===== config.mk =====
export PLATFORM = sky130hd
export DESIGN_NAME = simplex_threshold_apply
export DESIGN_NICKNAME = d
export VERILOG_FILES = /design/src/rtl/simplex_threshold_apply.sv
export SDC_FILE = /design/constraint.sdc
export NUM_CORES = 1
export LEC_CHECK = 0
export CAP_MARGIN = 20
export CORE_ASPECT_RATIO = 2
export CORE_UTILIZATION = 50
export CTS_CLUSTER_DIAMETER = 100
export CTS_CLUSTER_SIZE = 30
export DETAILED_ROUTE_END_ITERATION = 16
export GPL_TIMING_DRIVEN = 0
export PLACE_DENSITY = 0.75
export SLEW_MARGIN = 15
export SYNTH_ARGS = -nofsm -noshare
export SYNTH_HDL_FRONTEND = slang
export SYNTH_SLANG_ARGS = --single-unit

===== constraint.sdc =====
create_clock -name clk -period 6.21 [get_ports clk]
set_input_delay 1.5525 -clock clk [delete_from_list [all_inputs] [get_ports clk]]
set_output_delay 1.5525 -clock clk [all_outputs]
set_load 0.05 [all_outputs]

===== src/rtl/simplex_threshold_apply.sv =====
`default_nettype none
// +-----------------------------------------------------------------------------+
// | Module   : simplex_threshold_apply                                          |
// | Purpose  : Buffers vectors, pairs each with its threshold, emits            |
// |            max(v[i] - theta, 0) saturated to the positive signed range.     |
// | Revision : 1.0 - initial release                                            |
// +-----------------------------------------------------------------------------+
module simplex_threshold_apply #(
    parameter int TAG_WIDTH   = 32,
    parameter int BLOCKLENGTH = 6,
    parameter int DATA_WIDTH  = 8,
    parameter int FIFO_DEPTH  = 4
) (
    input  logic                              clk,
    input  logic                              reset,
    input  logic                              vec_valid_in,
    output logic                              vec_ready_out,
    input  logic [TAG_WIDTH-1:0]              vec_tag_in,
    input  logic [DATA_WIDTH*BLOCKLENGTH-1:0] vec_data_in,
    input  logic                              thr_valid_in,
    output logic                              thr_ready_out,
    input  logic [TAG_WIDTH-1:0]              thr_tag_in,
    input  logic [DATA_WIDTH-1:0]             thr_in,
    input  logic                              ready_in,
    output logic                              valid_out,
    output logic [TAG_WIDTH-1:0]              tag_out,
    output logic [DATA_WIDTH*BLOCKLENGTH-1:0] data_out,
    output logic                              busy,
    output logic                              tag_error
);

    localparam int                    c_AW   = (FIFO_DEPTH > 1) ? $clog2(FIFO_DEPTH) : 1;
    localparam int                    c_VW   = DATA_WIDTH * BLOCKLENGTH;
    localparam logic [c_AW:0]         c_FULL = (c_AW + 1)'(FIFO_DEPTH);
    localparam logic [DATA_WIDTH-1:0] c_MAX  = {1'b0, {(DATA_WIDTH - 1){1'b1}}};

    logic [TAG_WIDTH-1:0] r_tag_mem [FIFO_DEPTH];
    logic [c_VW-1:0]      r_vec_mem [FIFO_DEPTH];
    logic [c_AW-1:0]      r_wr_ptr;
    logic [c_AW-1:0]      r_rd_ptr;
    logic [c_AW:0]        r_count;
    logic                 r_valid;
    logic [TAG_WIDTH-1:0] r_tag;
    logic [c_VW-1:0]      r_data;
    logic                 r_tag_error;

    logic                 w_not_empty;
    logic                 w_not_full;
    logic                 w_out_load;
    logic                 w_push;
    logic                 w_fire;
    logic [TAG_WIDTH-1:0] w_head_tag;
    logic [c_VW-1:0]      w_head_vec;
    logic [c_VW-1:0]      w_clip;

    assign w_not_empty   = (r_count != '0);
    assign w_not_full    = (r_count != c_FULL);
    assign w_out_load    = ~r_valid | ready_in;
    // Ready is gated by reset so nothing is handshaken while state is clearing.
    assign vec_ready_out = ~reset & w_not_full;
    assign thr_ready_out = ~reset & w_not_empty & w_out_load;
    assign w_push        = vec_valid_in & vec_ready_out;
    assign w_fire        = thr_valid_in & thr_ready_out;
    assign w_head_tag    = r_tag_mem[r_rd_ptr];
    assign w_head_vec    = r_vec_mem[r_rd_ptr];

    generate
        for (genvar gi = 0; gi < BLOCKLENGTH; gi++) begin : g_comp
            logic [DATA_WIDTH-1:0] w_h;
            logic [DATA_WIDTH:0]   w_diff;
            assign w_h    = w_head_vec[DATA_WIDTH*gi +: DATA_WIDTH];
            assign w_diff = {w_h[DATA_WIDTH-1], w_h} - {thr_in[DATA_WIDTH-1], thr_in};
            // Negative clips to zero; anything above the positive max saturates.
            assign w_clip[DATA_WIDTH*gi +: DATA_WIDTH] =
                w_diff[DATA_WIDTH]   ? '0    :
                w_diff[DATA_WIDTH-1] ? c_MAX : w_diff[DATA_WIDTH-1:0];
        end
    endgenerate

    always_ff @(posedge clk) begin
        if (w_push) begin
            r_tag_mem[r_wr_ptr] <= vec_tag_in;
            r_vec_mem[r_wr_ptr] <= vec_data_in;
        end
    end

    always_ff @(posedge clk) begin
        if (reset) begin
            r_wr_ptr <= '0;
            r_rd_ptr <= '0;
            r_count  <= '0;
        end else begin
            if (w_push) r_wr_ptr <= r_wr_ptr + 1'b1;
            if (w_fire) r_rd_ptr <= r_rd_ptr + 1'b1;
            case ({w_push, w_fire})
                2'b10:   r_count <= r_count + 1'b1;
                2'b01:   r_count <= r_count - 1'b1;
                default: r_count <= r_count;
            endcase
        end
    end

    always_ff @(posedge clk) begin
        if (reset) begin
            r_valid     <= 1'b0;
            r_tag       <= '0;
            r_data      <= '0;
            r_tag_error <= 1'b0;
        end else if (w_fire) begin
            r_valid <= 1'b1;
            r_tag   <= w_head_tag;
            r_data  <= w_clip;
            if (thr_tag_in != w_head_tag) r_tag_error <= 1'b1;
        end else if (r_valid & ready_in) begin
            r_valid <= 1'b0;
        end
    end

    assign valid_out = r_valid;
    assign tag_out   = r_tag;
    assign data_out  = r_data;
    assign tag_error = r_tag_error;
    assign busy      = w_not_empty | r_valid;

endmodule
`default_nettype wire


==> results.sh, run 1 <==
export IMPL_cts_root_buf="clkbuf_16"
export IMPL_placed_area_um2=19890
export IMPL_fin_skew_ns=0.02240
export IMPL_dp_cells=1767
export IMPL_max_clock_freq_mhz=169.8
export IMPL_slew_violations=0
export IMPL_initialDrtViolationCount=749
export IMPL_worstPathMaxFanout=10
export IMPL_final_layout_size_suffix_gt1_share_pct=10.51
export IMPL_irDropWorstVdd_mv=0.2702
export IMPL_synth_cells=1118
export IMPL_cts_buffers=17
export IMPL_cts_resized=0
export IMPL_nets=1535
export IMPL_slowest_stage="clkbuf_1"
export IMPL_cts_max_path_buffers=3
export IMPL_cts_sinks=405
export IMPL_synthTopCellsByCount="320 x edfxtp_1, 112 x nand2_1, 85 x dfxtp_1"
export IMPL_synth_edf_count=320
export IMPL_static_leakage_power_nw=6.699
export IMPL_cts_hold_fix_buffers=0
export IMPL_start_kind="input pin"
export IMPL_ys_seq_area_share_pct=65.96
export IMPL_hold_path_class="flop to flop"
export IMPL_rows=95
export IMPL_tritoncts="done"
export IMPL_drt_wl_total_um=40730
export IMPL_die_w_um=133.0
export IMPL_grt_max_degree=42
export IMPL_antenna_found_initial=3
export IMPL_final_hold_viol_count=0
export IMPL_required_ns=4.66
export IMPL_port_buffers=203
export IMPL_maxCapViolations=0
export IMPL_power_density_nw_per_um2=267.1
export IMPL_hpwlAfterDp_um=29190
export IMPL_syn_area_per_cell_um2=15.34
export IMPL_gp_congestion=0.8859
export IMPL_period_needed_ns=5.890
export IMPL_worstSetupEndpointType="output port"
export IMPL_vias_per_cell=5.723
export IMPL_worst_pin_slew_ns=1.017
export IMPL_post_route_util_pct=60.59
export IMPL_worst_path_buf_inv=4
export IMPL_track_usage_pct=23.54
export IMPL_wl_per_cell_um=22.65
export IMPL_finalPower_mw=5.445
export IMPL_grt_first_pass_wirelength_um=60360
export IMPL_ant_nets=0
export IMPL_crit_arrival_ns=4.34
export IMPL_core_um2=33640
export IMPL_cp_top_family="buffers and inverters"
export IMPL_setup_viol=0
export IMPL_vias=10290
export IMPL_status="complete, no violations"
export IMPL_gr_total_overflow=0
export IMPL_slowest_delay_ns=0.82
export IMPL_die_area_um2=35090
export IMPL_maxSlewHeadroom_pct=32.20
export IMPL_fin_area_um2=20380
export IMPL_fp_dieH_um=263.9
export IMPL_yosys_top_cells_area="edfxtp_1 56%, mux4_2 10%, dfxtp_1 9.9%"
export IMPL_clk_pin_slew_ns=0.11
export IMPL_final_instance_count_excl_fill=1798
export IMPL_drc=0
export IMPL_post_cts_repair_setup_buffers=0
export IMPL_synthFlopType="edfxtp_1"
export IMPL_clkLatencyLatePin_ns=0.54
export IMPL_async_reset_ff_share_pct=0
export IMPL_grt_pass1_vias=10550
export IMPL_crit_chain="clkdlybuf4s50_1 > clkbuf_1 > clkbuf_1 > nor3_1 > clkdlybuf4s50_1"
export IMPL_synth_seq_cells=405
export IMPL_yosysMostFrequentCell="edfxtp_1"
export IMPL_cts_max_level=1
export IMPL_area_delta_synth_final_pct=18.85
export IMPL_critical_path_class="input pin to output port"
export IMPL_synth_area_leader_cell="edfxtp_1"
export IMPL_synth_area_um2=17150
export IMPL_drt_pass1_iterations=8
export IMPL_yosysTopAreaCellShare_pct=56.03
export IMPL_ys_types=57
export IMPL_rsz0062_at_grt="false"
export IMPL_start_util_pct=50.98
export IMPL_n_fill_cell=2557
export IMPL_yosysWarnings=0
export IMPL_ioPinCount=210
export IMPL_finalCritPeriodShare_pct=94.85
## registers in the layout (all words and copies together), names as in the netlist, named ones only
name,cells
r_vec_mem,192
data_out,42
r_rd_ptr,2
r_wr_ptr,2
tag_out,32
r_tag_mem,128
r_count,3
tag_error,1
valid_out,1
## cell families (layout without fill, tap and decap cells)
group | Yosys count | in the layout | share of synthesized area [%]
AO/OA/AOI/OAI | 202 | 202 | 7.500
XOR/XNOR | 45 | 45 | 2.298
adder cells (fa/ha/maj) | 60 | 60 | 4.684
buffers and inverters | 78 | 316 | 2.079
flip-flops | 405 | 405 | 65.96
multiplexers | 81 | 81 | 10.54
other | 1 | 7 | 0.02187
AND/OR/NAND/NOR | 246 | 246 | 6.917
## tightest hold or removal path, stage by stage, from the launching register on
cell and delay (ns):
dfxtp_1 0.33, nand2_1 0.05, nand2_1 0.04
## final cells by class
class | instances | area [µm²] | area share (%)
clock inverters | 2 | 25.02 | 0.1228
multi-input cells | 640 | 5520 | 27.08
clock buffers | 28 | 466.7 | 2.290
well taps | 436 | 545.5 | 2.676
flip-flops and latches | 405 | 11310 | 55.49
inverters | 34 | 127.6 | 0.6262
plain buffers | 44 | 229.0 | 1.123
diodes | 1 | 2.502 | 0.01228
repair buffers | 208 | 2155 | 10.57
## power breakdown
part | leakage, nW | switching (mW) | internal, mW | total (mW)
Combinational | 2.87 | 0.605 | 0.433 | 1.04
Clock | 0.234 | 0.798 | 0.536 | 1.33
Sequential | 3.60 | 0.0454 | 3.03 | 3.07
Total | 6.70 | 1.45 | 4.00 | 5.44
## per-layer routing
metal  up-vias  global-route usage (%)  routed length [µm]
met5         -                       0                  13
met4         2                   13.95                2491
met3        92                   3.339                2209
met2       335                   43.44               22050
met1      5111                   25.15               13970
li1       4750                       -                   -
## worst paths after layout
kind / endpoint / slack [ns] / start / depth (start not counted)
hold / removal: data_out[26]$_SDFFE_PP0P_ / 0.45 / data_out[26]$_SDFFE_PP0P_ / 2
setup / recovery: thr_ready_out / 0.32 / reset / 5
setup reg to reg: data_out[37]$_SDFFE_PP0P_ / 1.54 / flop / 12
hold reg to reg: data_out[26]$_SDFFE_PP0P_ / 0.45 / data_out[26]$_SDFFE_PP0P_ / 2
## placed cells by master, fill, tap and decap left out, types with 8 or more instances in the layout
cell,count
clkdlybuf4s50_1,203
nand2_1,112
inv_1,33
o211ai_1,10
a21oi_1,63
clkbuf_16,17
buf_4,8
a22o_1,13
ha_1,53
mux4_2,77
o21a_1,18
xnor2_1,38
nand4_1,9
o31a_1,10
nor2_1,43
nor3_1,9
buf_2,14
dfxtp_1,85
nor2b_1,16
nand2b_1,21
o21ai_0,55
edfxtp_1,320
clkbuf_1,29
## through the flow
stage | setup TNS (ns) | setup WS, ns | hold slack, ns
global placement | -80.31 | -0.2596 | 0.4302
global route | 0 | 0.3549 | 0.4724
floorplan | 0 | 1.214 | 0.4718
finish | 0 | 0.3198 | 0.4466
detailed placement | 0 | 0.4147 | 0.4325
CTS | 0 | 0.3918 | 0.4487
Note: power is estimated with default switching activity, not from simulation.
==> inputs of run 2 (changes only) <==
==> constraint.sdc (replaced) <==
create_clock -name clk -period 5.7 [get_ports clk]
set_input_delay 1.425 -clock clk [delete_from_list [all_inputs] [get_ports clk]]
set_output_delay 1.425 -clock clk [all_outputs]
set_load 0.05 [all_outputs]
==> results of run 2 <==
Same layout as run 1 (identical final DEF). Status: complete, no violations.
Main changes from that run: setup slack after placement 0.4147 ns -> 0.1597 ns; setup slack after layout 0.3198 ns -> 0.06475 ns; register-to-register setup slack 1.54 ns -> 1.03 ns; total power 5.445 mW -> 5.932 mW; worst IR drop on VDD 0.2702 mV -> 0.2944 mV
==> inputs of run 3 (changes only) <==
--- a/config.mk
+++ b/config.mk
@@ -13,6 +13,7 @@
 export DETAILED_ROUTE_END_ITERATION = 16
 export GPL_TIMING_DRIVEN = 0
 export PLACE_DENSITY = 0.75
+export SETUP_SLACK_MARGIN = 0.3
 export SLEW_MARGIN = 15
 export SYNTH_ARGS = -nofsm -noshare
 export SYNTH_HDL_FRONTEND = slang
==> constraint.sdc (replaced) <==
create_clock -name clk -period 5.9 [get_ports clk]
set_input_delay 1.475 -clock clk [delete_from_list [all_inputs] [get_ports clk]]
set_output_delay 1.475 -clock clk [all_outputs]
set_load 0.05 [all_outputs]
==> run 3 against run 2 <==
Cell count unchanged. First-iteration DRC count rose by 1.3%. Count of clock-buffer cells in the layout is the same. Hold slack barely moved. Non-clock buffer count stayed put. Highest routed layer unchanged. Largest cell class unchanged. Critical endpoint unchanged.
==> results.sh, run 3 (synthesized netlist as in run 1, its figures left out) <==
export IMPL_status="complete, no violations"
export IMPL_largest_reg_flops=192
export IMPL_post_cts_repair_setup_buffers=0
export IMPL_n_fill_cell=2558
export IMPL_rsz0062_at_grt="false"
export IMPL_clkLatencyLatePin_ns=0.54
export IMPL_cts_max_path_buffers=3
export IMPL_track_usage_pct=23.55
export IMPL_wl_per_cell_um=22.66
export IMPL_drt_wl_total_um=40750
export IMPL_cts_max_level=1
export IMPL_tritoncts="done"
export IMPL_worstPathMaxFanout=10
export IMPL_setup_viol=0
export IMPL_die_w_um=133.0
export IMPL_final_common_cell="edfxtp_1"
export IMPL_grt_pass1_vias=10560
export IMPL_gp_congestion=0.8859
export IMPL_vias_per_cell=5.733
export IMPL_cts_root_buf="clkbuf_16"
export IMPL_required_ns=4.43
export IMPL_final_hold_viol_count=0
export IMPL_slew_violations=0
export IMPL_clk_pin_slew_ns=0.11
export IMPL_core_um2=33640
export IMPL_drt_pass1_iterations=5
export IMPL_ant_nets=0
export IMPL_grt_max_degree=42
export IMPL_final_layout_size_suffix_gt1_share_pct=10.58
export IMPL_maxCapViolations=0
export IMPL_antenna_found_initial=3
export IMPL_vias=10310
export IMPL_hold_path_class="flop to flop"
export IMPL_start_util_pct=50.98
export IMPL_final_cell_mix="320 x edfxtp_1, 203 x clkdlybuf4s50_1, 112 x nand2_1"
export IMPL_critical_path_class="input pin to output port"
export IMPL_ioPinCount=210
export IMPL_rows=95
export IMPL_worst_pin_slew_ns=0.9429
export IMPL_regMostFlops="r_vec_mem"
export IMPL_static_leakage_power_nw=6.702
export IMPL_start_kind="input pin"
export IMPL_initialDrtViolationCount=759
export IMPL_cts_sinks=405
export IMPL_maxSlewHeadroom_pct=37.14
export IMPL_fin_skew_ns=0.02396
export IMPL_crit_arrival_ns=3.90
export IMPL_period_needed_ns=5.380
export IMPL_dp_cells=1767
export IMPL_area_delta_synth_final_pct=18.86
export IMPL_drc=0
export IMPL_port_buffers=203
export IMPL_final_instance_count_excl_fill=1798
export IMPL_die_area_um2=35090
export IMPL_cts_buffers=17
export IMPL_nets=1535
export IMPL_finalPower_mw=5.726
export IMPL_gr_total_overflow=0
export IMPL_irDropWorstVdd_mv=0.2835
export IMPL_worstSetupEndpointType="output port"
export IMPL_finalCritPeriodShare_pct=91.18
export IMPL_fp_dieH_um=263.9
export IMPL_hpwlAfterDp_um=29190
export IMPL_grt_first_pass_wirelength_um=60390
export IMPL_setup_tns_ns=0
export IMPL_power_density_nw_per_um2=280.9
export IMPL_max_clock_freq_mhz=185.9
-- run 3: cell counts in the layout (fill, tap and decap cells not counted) --
No cell type changed its count.
-- run 3: layout make-up --
cell class | count | area [µm²] | area share [%]
Clock inverter | 2 | 25.02 | 0.1228
Antenna cell | 1 | 2.502 | 0.01228
Buffer | 44 | 230.2 | 1.129
Clock buffer | 28 | 466.7 | 2.290
Multi-Input combinational cell | 640 | 5520 | 27.08
Timing Repair Buffer | 208 | 2155 | 10.57
Sequential cell | 405 | 11310 | 55.49
Inverter | 34 | 127.6 | 0.6261
Tap cell | 436 | 545.5 | 2.676
-- run 3: layer usage --
metal  global-route usage, %  wire (µm)  up-vias
met1                   25.15      13980     5114
met2                   43.47      22090      345
met4                   13.92       2525        2
li1                        -          -     4750
met3                   3.339       2141       97
met5                       0         13        -
-- run 3: final timing paths --
kind	slack, ns	start	to	depth (start not counted)
setup / recovery	0.52	reset	thr_ready_out	5
hold / removal	0.45	data_out[36]$_SDFFE_PP0P_	data_out[36]$_SDFFE_PP0P_	2
setup reg to reg	1.25	flop	data_out[33]$_SDFFE_PP0P_	12
hold reg to reg	0.45	data_out[36]$_SDFFE_PP0P_	data_out[36]$_SDFFE_PP0P_	2
-- run 3: where the power goes --
part	switching [mW]	internal, mW	leakage (nW)	total (mW)
Combinational	0.636	0.456	2.87	1.09
Clock	0.836	0.564	0.234	1.40
Sequential	0.0475	3.19	3.60	3.23
Total	1.52	4.21	6.70	5.73
-- run 3: critical path, cell delays in order --
cell and delay, ns:
clkdlybuf4s50_1 0.54, clkbuf_1 0.52, clkbuf_2 0.52, nor3_1 0.12
clkdlybuf4s50_1 0.72
-- run 3: repair_timing --
action	CTS	global route
endpoints found under the setup margin	1	0
hold buffers	0	0
gates resized for setup	1	0
-- run 3: through the flow --
| stage | hold WS (ns) | util (%) | setup WS (ns) | area [µm²] |
|---|---|---|---|---|
| floorplan | 0.4718 | - | 0.9815 | 17170 |
| global placement | 0.4302 | 58.70 | -0.4921 | 19750 |
| detailed placement | 0.4325 | 59.12 | 0.2597 | 19890 |
| CTS | 0.4487 | 60.59 | 0.5662 | 20380 |
| global route | 0.4724 | 60.59 | 0.5223 | 20380 |
| finish | 0.4468 | 60.60 | 0.5201 | 20380 |
